===== src/rtl/router_pkg.sv =====
`default_nettype none
// ==========================================================================
// router_pkg : shared state encoding, address codes and port-select helper
// Rev 1.0
// ==========================================================================
package router_pkg;

  localparam int ADDR_W = 2;

  localparam logic [ADDR_W-1:0] ADDR_P0      = 2'd0;
  localparam logic [ADDR_W-1:0] ADDR_P1      = 2'd1;
  localparam logic [ADDR_W-1:0] ADDR_P2      = 2'd2;
  localparam logic [ADDR_W-1:0] ADDR_INVALID = 2'd3;

  typedef enum logic [2:0] {
    DECODE_ADDRESS     = 3'd0,
    LOAD_FIRST_DATA    = 3'd1,
    LOAD_DATA          = 3'd2,
    FIFO_FULL_STATE    = 3'd3,
    LOAD_AFTER_FULL    = 3'd4,
    LOAD_PARITY        = 3'd5,
    CHECK_PARITY_ERROR = 3'd6,
    WAIT_TILL_EMPTY    = 3'd7
  } state_t;

  // Picks the per-port flag for an address; the invalid code selects nothing.
  function automatic logic port_sel(input logic [2:0] flags, input logic [ADDR_W-1:0] a);
    case (a)
      ADDR_P0: return flags[0];
      ADDR_P1: return flags[1];
      ADDR_P2: return flags[2];
      default: return 1'b0;
    endcase
  endfunction

endpackage
`default_nettype wire


===== src/rtl/router_fsm.sv =====
`default_nettype none
// ==========================================================================
// router_fsm : packet-sequencing Moore controller for the 1x3 router
// Rev 1.0
// ==========================================================================
module router_fsm #(
  parameter int ADDR_W = 2
) (
  input  logic              clock,
  input  logic              resetn,
  input  logic              pkt_valid,
  input  logic [ADDR_W-1:0] data_in,
  input  logic              fifo_full,
  input  logic              fifo_empty0,
  input  logic              fifo_empty1,
  input  logic              fifo_empty2,
  input  logic              soft_rst0,
  input  logic              soft_rst1,
  input  logic              soft_rst2,
  input  logic              parity_done,
  input  logic              low_pkt_valid,
  output logic              detect_add,
  output logic              lfd_state,
  output logic              ld_state,
  output logic              laf_state,
  output logic              full_state,
  output logic              rst_int_reg,
  output logic              write_enb_reg,
  output logic              busy
);
  import router_pkg::*;

  state_t            state, next_state;
  logic [ADDR_W-1:0] addr_q;
  logic [2:0]        empties, soft_rsts;
  logic              hdr_ok;

  assign empties   = {fifo_empty2, fifo_empty1, fifo_empty0};
  assign soft_rsts = {soft_rst2, soft_rst1, soft_rst0};
  assign hdr_ok    = pkt_valid && (data_in != ADDR_INVALID);

  always_ff @(posedge clock) begin
    if (!resetn) begin
      state  <= DECODE_ADDRESS;
      addr_q <= '0;
    end else begin
      state <= next_state;
      if (state == DECODE_ADDRESS && pkt_valid)
        addr_q <= data_in;
    end
  end

  always_comb begin
    next_state = state;
    case (state)
      DECODE_ADDRESS:
        if (hdr_ok)
          next_state = port_sel(empties, data_in) ? LOAD_FIRST_DATA : WAIT_TILL_EMPTY;
      LOAD_FIRST_DATA: next_state = LOAD_DATA;
      LOAD_DATA:
        if (fifo_full)       next_state = FIFO_FULL_STATE;
        else if (!pkt_valid) next_state = LOAD_PARITY;
      FIFO_FULL_STATE:
        if (!fifo_full) next_state = LOAD_AFTER_FULL;
      LOAD_AFTER_FULL:
        if (parity_done)        next_state = DECODE_ADDRESS;
        else if (low_pkt_valid) next_state = LOAD_PARITY;
        else                    next_state = LOAD_DATA;
      LOAD_PARITY: next_state = CHECK_PARITY_ERROR;
      CHECK_PARITY_ERROR:
        next_state = fifo_full ? FIFO_FULL_STATE : DECODE_ADDRESS;
      WAIT_TILL_EMPTY:
        if (port_sel(empties, addr_q)) next_state = LOAD_FIRST_DATA;
      default: next_state = DECODE_ADDRESS;
    endcase
    // Timeout on the port being written aborts the packet from any busy phase.
    if (state != DECODE_ADDRESS && port_sel(soft_rsts, addr_q))
      next_state = DECODE_ADDRESS;
  end

  assign detect_add    = (state == DECODE_ADDRESS);
  assign lfd_state     = (state == LOAD_FIRST_DATA);
  assign ld_state      = (state == LOAD_DATA);
  assign laf_state     = (state == LOAD_AFTER_FULL);
  assign full_state    = (state == FIFO_FULL_STATE);
  assign rst_int_reg   = (state == CHECK_PARITY_ERROR);
  assign write_enb_reg = (state == LOAD_DATA) || (state == LOAD_PARITY) || (state == LOAD_AFTER_FULL);
  assign busy          = (state != DECODE_ADDRESS) && (state != LOAD_DATA);

endmodule
`default_nettype wire


===== config.mk =====
export PLATFORM = sky130hd
export DESIGN_NAME = router_fsm
export DESIGN_NICKNAME = d
export VERILOG_FILES = /design/src/rtl/router_pkg.sv /design/src/rtl/router_fsm.sv
export SDC_FILE = /design/constraint.sdc
export NUM_CORES = 1
export LEC_CHECK = 0
export BUFFER_PORTS_ARGS = -buffer_cell sky130_fd_sc_hd__buf_2
export CORE_AREA = 3 3 40 42
export DETAILED_ROUTE_END_ITERATION = 8
export DIE_AREA = 0 0 43 45
export GPL_TIMING_DRIVEN = 0
export SYNTH_ARGS = -nofsm -noshare
export SYNTH_HDL_FRONTEND = slang
export SYNTH_SLANG_ARGS = --single-unit

===== constraint.sdc =====
create_clock -name clock -period 1.7 [get_ports clock]
set_clock_uncertainty 0.05 [all_clocks]
set_input_delay 0.51 -clock clock [delete_from_list [all_inputs] [get_ports clock]]
set_output_delay 0.51 -clock clock [all_outputs]
set_load 0.1 [all_outputs]

# Yosys cells after proc, flatten, opt, wreduce, memory -nomap -nowiden
# Index checks and enable logic that the tools add are counted.
# word_totals
reg_bits,5
out_inout_bits,8
# classes
n_reduce_logical,12
bitwise_logic,1
eq_ne,17
muxes,16
# op_table
operator,n
2-to-1 mux 3 bit,8
one-hot mux 3 bit (8 select lines),1
equality test 3 bit (second input constant),4
one-hot mux 1 bit (3 select lines),3
equality test 3 x 2 -> 1 bit (second input constant),2
inequality test 2 bit (second input constant),3
equality test 2 x 1 -> 1 bit (second input constant),2
equality test 2 bit (second input constant),2
logical AND 1 bit,4
logical NOT 2 bit,2
AND reduction 4 bit,1
equality test 3 x 1 -> 1 bit (second input constant),1
logical NOT 3 bit,1
2-to-1 mux 1 bit,3
inequality test 3 x 2 -> 1 bit (second input constant),1
inequality test 3 bit (second input constant),1
nonzero test 3 bit,1
logical OR 1 bit,2
2-to-1 mux 2 bit,1
inequality test 2 x 1 -> 1 bit (second input constant),1
OR reduction 2 bit,1
NOT 1 bit,1

# Longest topological paths before layout
# Gate-level depths: netlist of the first run.
# logic_depth
word_depth,7
mapped_depth,6
ltp_nobuf,5

# Worst setup path before layout of the first run
# No wires, ideal clock.
# synth_path
path_kind,reg2out
from,register state[0]
to,output port lfd_state
path_buffers,1
setup_slack_ns,-1.740
arrival_time_ns,2.880
required_ns,1.140
path_stages_with_launch,3
path_cell_list,dfxtp_1 clkbuf_1 nor3b_1
# synth_via
elab_chain_cells,1
# synth_rtl
item,line,text
from (decl),router_fsm.sv:33,"state_t state, next_state;"
from (signal assigned),router_fsm.sv:47,state <= next_state;
equality test 3 x 1 -> 1 bit,router_fsm.sv:82,assign lfd_state = (state == LOAD_FIRST_DATA);
to (decl),router_fsm.sv:23,"output logic lfd_state,"
# Every way passes these cells.

# Final worst setup path of the first run
# layout_path
from,register state[2]
to,output port write_enb_reg
# layout_via
elab_chain_cells,3
# layout_rtl
item,line,text
equality test 3 x 2 -> 1 bit / equality test 3 bit (equally long branches),router_fsm.sv:87,assign write_enb_reg = (state == LOAD_DATA) || (state == LOAD_PARITY) || (state == LOAD_AFTER_FULL);
logical OR 1 bit,router_fsm.sv:87,
logical OR 1 bit *,router_fsm.sv:87,
to (decl),router_fsm.sv:28,"output logic write_enb_reg,"
# Mark *: on every way between the ends. The rest lies on a longest branch, timed or not.

==> results of run 1 <==
-- tightest hold or removal path: stages (launching register included) --
cell and delay [ns]:
dfxtp_1 0.34, nand2_1 0.06, a21boi_0 0.07
-- final timing paths --
| path | endpoint | slack, ns | start | depth (start not counted) |
|---|---|---|---|---|
| worst max-delay path | write_enb_reg | -0.16 | state[2] | 4 |
| worst min-delay path | addr_q[0] | 0.48 | addr_q[0] | 2 |
| worst max register to register | state[0] | 0.07 | state[2] | 7 |
| worst min register to register | addr_q[0] | 0.48 | addr_q[0] | 2 |
-- metal layers --
layer | GRT usage [%] | part of all wire [%] | vias up
li1 | - | - | 301
met1 | 19.8 | 47 | 275
met2 | 25.7 | 49 | 13
met3 | 0.398 | 2.7 | 3
met4 | 7.23 | 0.93 | 0
met5 | 0 | 0 | -
-- timing repair --
item | in CTS | in global routing
setup buffers | 7 | 6
endpoints found under the setup margin | 8 | 9
pin swaps | 6 | 4
gates cloned | 0 | 0
gates resized for setup | 37 | 1
-- kinds of logic after synthesis --
kind of cell           Yosys count  share of synthesized area, %
AND/OR/NAND/NOR                 29                          37.4
buffers and inverters            6                          7.53
flip-flops                       5                          20.8
AO/OA/AOI/OAI                   18                          28.0
multiplexers                     3                          6.23
-- state kept, by name, summed over array words and instances, names as in the netlist --
signal  count
state       3
addr_q      2
-- cells in the final DEF, fill, tap and decap left out, drive strengths merged, types with 2 or more instances in the layout --
cell and n:
buf 35, nand2 7, a21oi 5, clkbuf 5, dfxtp 5, nor2 4, mux2i 3, o21ai 3
nor3b 2, or3b 2, and3 2, inv 2, a31oi 2, nand3 2, a21boi 2, nor4b 2
-- metrics by stage --
stage,utilization (%),instances,setup slack [ns]
after global routing,72.7,113,-0.183
final,72.7,113,-0.158
after CTS,69.9,108,-0.176
after detailed placement,52.8,97,-0.190
after floorplan,-,61,-0.237
after global placement,52.8,97,-0.185
-- final cells by class --
type                       count  area share [%]
inverter                       3            1.74
multi-input combinational     50            43.5
tap                           15            2.01
buffer                         2            3.88
clock buffer                   4            2.81
timing repair buffer          34            34.4
sequential                     5            11.6
==> qor.txt, run 1 <==
Clk root buf: clkbuf_4
GP Congestion: 0.788
Asr flop ratio synth: 0%
Crit start category: flip-flop
Most frequent cells after synthesis: nand2_1, a21oi_1, dfxtp_1
# rows: 13
CP endpoint kind: output pin
FF+latch area: 109 um2
Post-synthesis sequential area ratio: 20.8%
Final wirelength: 1510 um
Outcome: finished with violations
Initial core utilization: 37.5%
DR vias: 592
Top-area cell type share of the netlist area: 20.8%
Slew HR: 75.2%
Yosys cell types: 35
Final net count: 113
Max FO, Critical Path: 7
CTS Buf Count: 3
FF+latch count, synth: 5
# IOs: 22
Worst slew pin tran: 0.366 ns
Min Tclk post-route: 1.86 ns
Layout cells sized above 1: 58.2%
Die Width: 43 um
Syn Inst Count: 61
Slowest CP cell: dfxtp_2
Vias in the first global route: 533
Number of inserted diodes: 0
Largest area contributor in the netlist: dfxtp_1
Top FF cell, synth: dfxtp_1
H-tree depth: 1
Min-Delay Path Class: flip-flop to flip-flop
ANT nets after route: 0
Port Buffer Count: 21
Net Count, Synth: 75
Clock latency on the worst-skew pair: 0.24 ns
Violated checks: negative setup slack
Bufs on Longest Clock Path: 2
Ys Warns: 0
Antenna violations before repair: 0
DP Area: 678 um2
Pins Over Slew Limit: 0
Post-synth EDFFs: 0
Largest net degree at the start of global routing: 11
Hold WS: 0.476 ns
Most common cell in the netlist: nand2_1
Layout fillers: 92
CP delay by family, top: flip-flops
CTS tree: done
RSZ-0062 raised after global routing: true
Max-cap viol count: 0
Reg clk slew, reported paths: 0.04 ns
Worst setup margin: -0.158 ns
Syn Area/Cell: 7.90 um2
Worst Path Buf+Inv: 2
Setup CP Type: flip-flop to output pin
GR Util All Layers: 15.1%
Fmax: 538 MHz
DRC Markers: 0
WP data required: 1.14 ns
Clock sink count: 5
Core Area: 1280 um2
Synthesized area: 482 um2
Post-DP HPWL: 914 um
Wire per inst: 13.4 um
DR iter-0 viols: 15
First-pass GRT wire length: 2260 um
Multi-input gate area: 407 um2
Fin Setup TNS: -0.717 ns
GRT overflow: 0
Die height: 45 um
Synthesis-to-finish area growth: 94.0%
Drt pass-1 iters: 4
Hold_buf cts: 0
Die area: 1940 um2
Cell area after layout: 935 um2
Critical Path Max Stage Delay: 0.32 ns
Worst EP arrival: 1.30 ns
Final Hold Fails: 0
Cell breakdown of the critical path: buf_6 -> or2b_4 -> o21ai_4 -> buf_12
Period utilization: 109%
Setup Viol. Count Final: 7
Vias per std cell: 5.24
Area contributors post-synth: dfxtp_1, mux2i_1, nand2_1
Power of run 1 is not shown: default switching activity piles up to over one toggle a cycle in this logic, so the estimate is an artifact.
==> run 2: changes to the inputs <==
- RECOVER_POWER: default -> 100
==> qor.txt, run 2 (same netlist as run 1, synthesis figures left out) <==
Worst reg2reg startpoint: state[2]
Initial core utilization: 37.5%
Reg clk slew, reported paths: 0.05 ns
Largest net degree at the start of global routing: 11
Clk root buf: clkbuf_4
Violated checks: negative setup slack
Slew HR: 75.2%
GP Congestion: 0.788
CP endpoint kind: output pin
CTS Buf Count: 3
Largest registers: state (3), addr_q (2)
Clock sink count: 5
Min-Delay Path Class: flip-flop to flip-flop
Port Buffer Count: 21
Final wirelength: 1520 um
CTS tree: done
Hold WS: 0.475 ns
Synthesis-to-finish area growth: 92.7%
GR Util All Layers: 15.1%
FF+latch area: 109 um2
# IOs: 22
Antenna violations before repair: 0
Cell area after layout: 928 um2
# rows: 13
Critical Path Max Stage Delay: 0.32 ns
Fmax: 538 MHz
Die height: 45 um
Setup Viol. Count Final: 7
Outcome: finished with violations
DR vias: 596
Vias per std cell: 5.27
First-pass GRT wire length: 2260 um
Fin Setup TNS: -0.727 ns
Die Width: 43 um
RSZ-0062 raised after global routing: true
Max FO, Critical Path: 7
GRT overflow: 0
WP data required: 1.14 ns
Worst Path Buf+Inv: 2
DR iter-0 viols: 12
Critical Path Start: state[2]
Setup CP Type: flip-flop to output pin
DRC Markers: 0
Hold_sp: addr_q[0]
Crit start category: flip-flop
Pins Over Slew Limit: 0
Layout fillers: 93
Worst slew pin tran: 0.367 ns
Core Area: 1280 um2
Bufs on Longest Clock Path: 2
Hold_buf cts: 0
Clock latency on the worst-skew pair: 0.24 ns
Max reg flops: 3
Number of inserted diodes: 0
Wire per inst: 13.4 um
Min Tclk post-route: 1.86 ns
Post-DP HPWL: 914 um
Max-cap viol count: 0
Biggest register: state
Die area: 1940 um2
Final Hold Fails: 0
Slowest CP cell: dfxtp_2
Layout cells sized above 1: 57.1%
Worst setup margin: -0.160 ns
CP delay by family, top: flip-flops
Most common cell after layout, fill and taps aside: buf_2
H-tree depth: 1
Multi-input gate area: 403 um2
Drt pass-1 iters: 4
DP Area: 678 um2
ANT nets after route: 0
Final net count: 113
Period utilization: 109%
Commonest cells after routing, fill and taps aside: buf_2, buf_4, buf_12, nand2_1, a21oi_1
Worst EP arrival: 1.30 ns
Vias in the first global route: 533
Cell breakdown of the critical path: buf_6 -> or2b_4 -> o21ai_4 -> buf_12
run 2: changes by cell type in the layout (fill, tap and decap cells not counted), sizes merged:
| cell | delta |
|---|---|
| clkbuf | +1 |
| buf | -1 |
run 2: cell type report:
| cell class | count | area share [%] |
|---|---|---|
| multi-input cells | 50 | 43.4 |
| repair buffers | 34 | 34.4 |
| clock buffers | 4 | 2.83 |
| inverters | 3 | 1.75 |
| plain buffers | 2 | 3.91 |
| well taps | 15 | 2.02 |
| flip-flops and latches | 5 | 11.7 |
run 2: final timing paths:
| check | end | slack [ns] | cells past startpoint |
|---|---|---|---|
| hold / removal | addr_q[0] | 0.48 | 2 |
| hold reg to reg | addr_q[0] | 0.48 | 2 |
| setup reg to reg | state[0] | 0.07 | 7 |
| setup / recovery | write_enb_reg | -0.16 | 4 |
run 2: per-layer routing:
metal	vias to the layer above	track usage (%)	share of wire [%]
met5	-	0	0
met3	2	0.398	2.7
met1	280	19.8	47
li1	301	-	-
met2	13	25.7	49
met4	0	7.23	0.92
run 2: timing repair:
action,CTS,global route
setup endpoints to repair,8,9
pin swaps,6,4
gates resized for setup,37,1
setup buffers,7,6
run 2: worst register-to-register path, cell delays in order (launching register included):
cell and delay, ns:
dfxtp_2 0.32, buf_6 0.12, or2b_4 0.28, buf_4 0.14, buf_4 0.13, a21oi_1 0.23
nor4b_2 0.10, a211oi_2 0.18
run 2: metrics by stage:
stage / std cells / setup WS (ns) / utilization [%]
2_1_floorplan: 61 / -0.237 / -
3_3_place_gp: 97 / -0.185 / 52.8
3_5_place_dp: 97 / -0.190 / 52.8
4_1_cts: 108 / -0.176 / 69.9
5_1_grt: 113 / -0.183 / 72.2
6_report: 113 / -0.160 / 72.2
Power of run 2 is left out for the same reason.
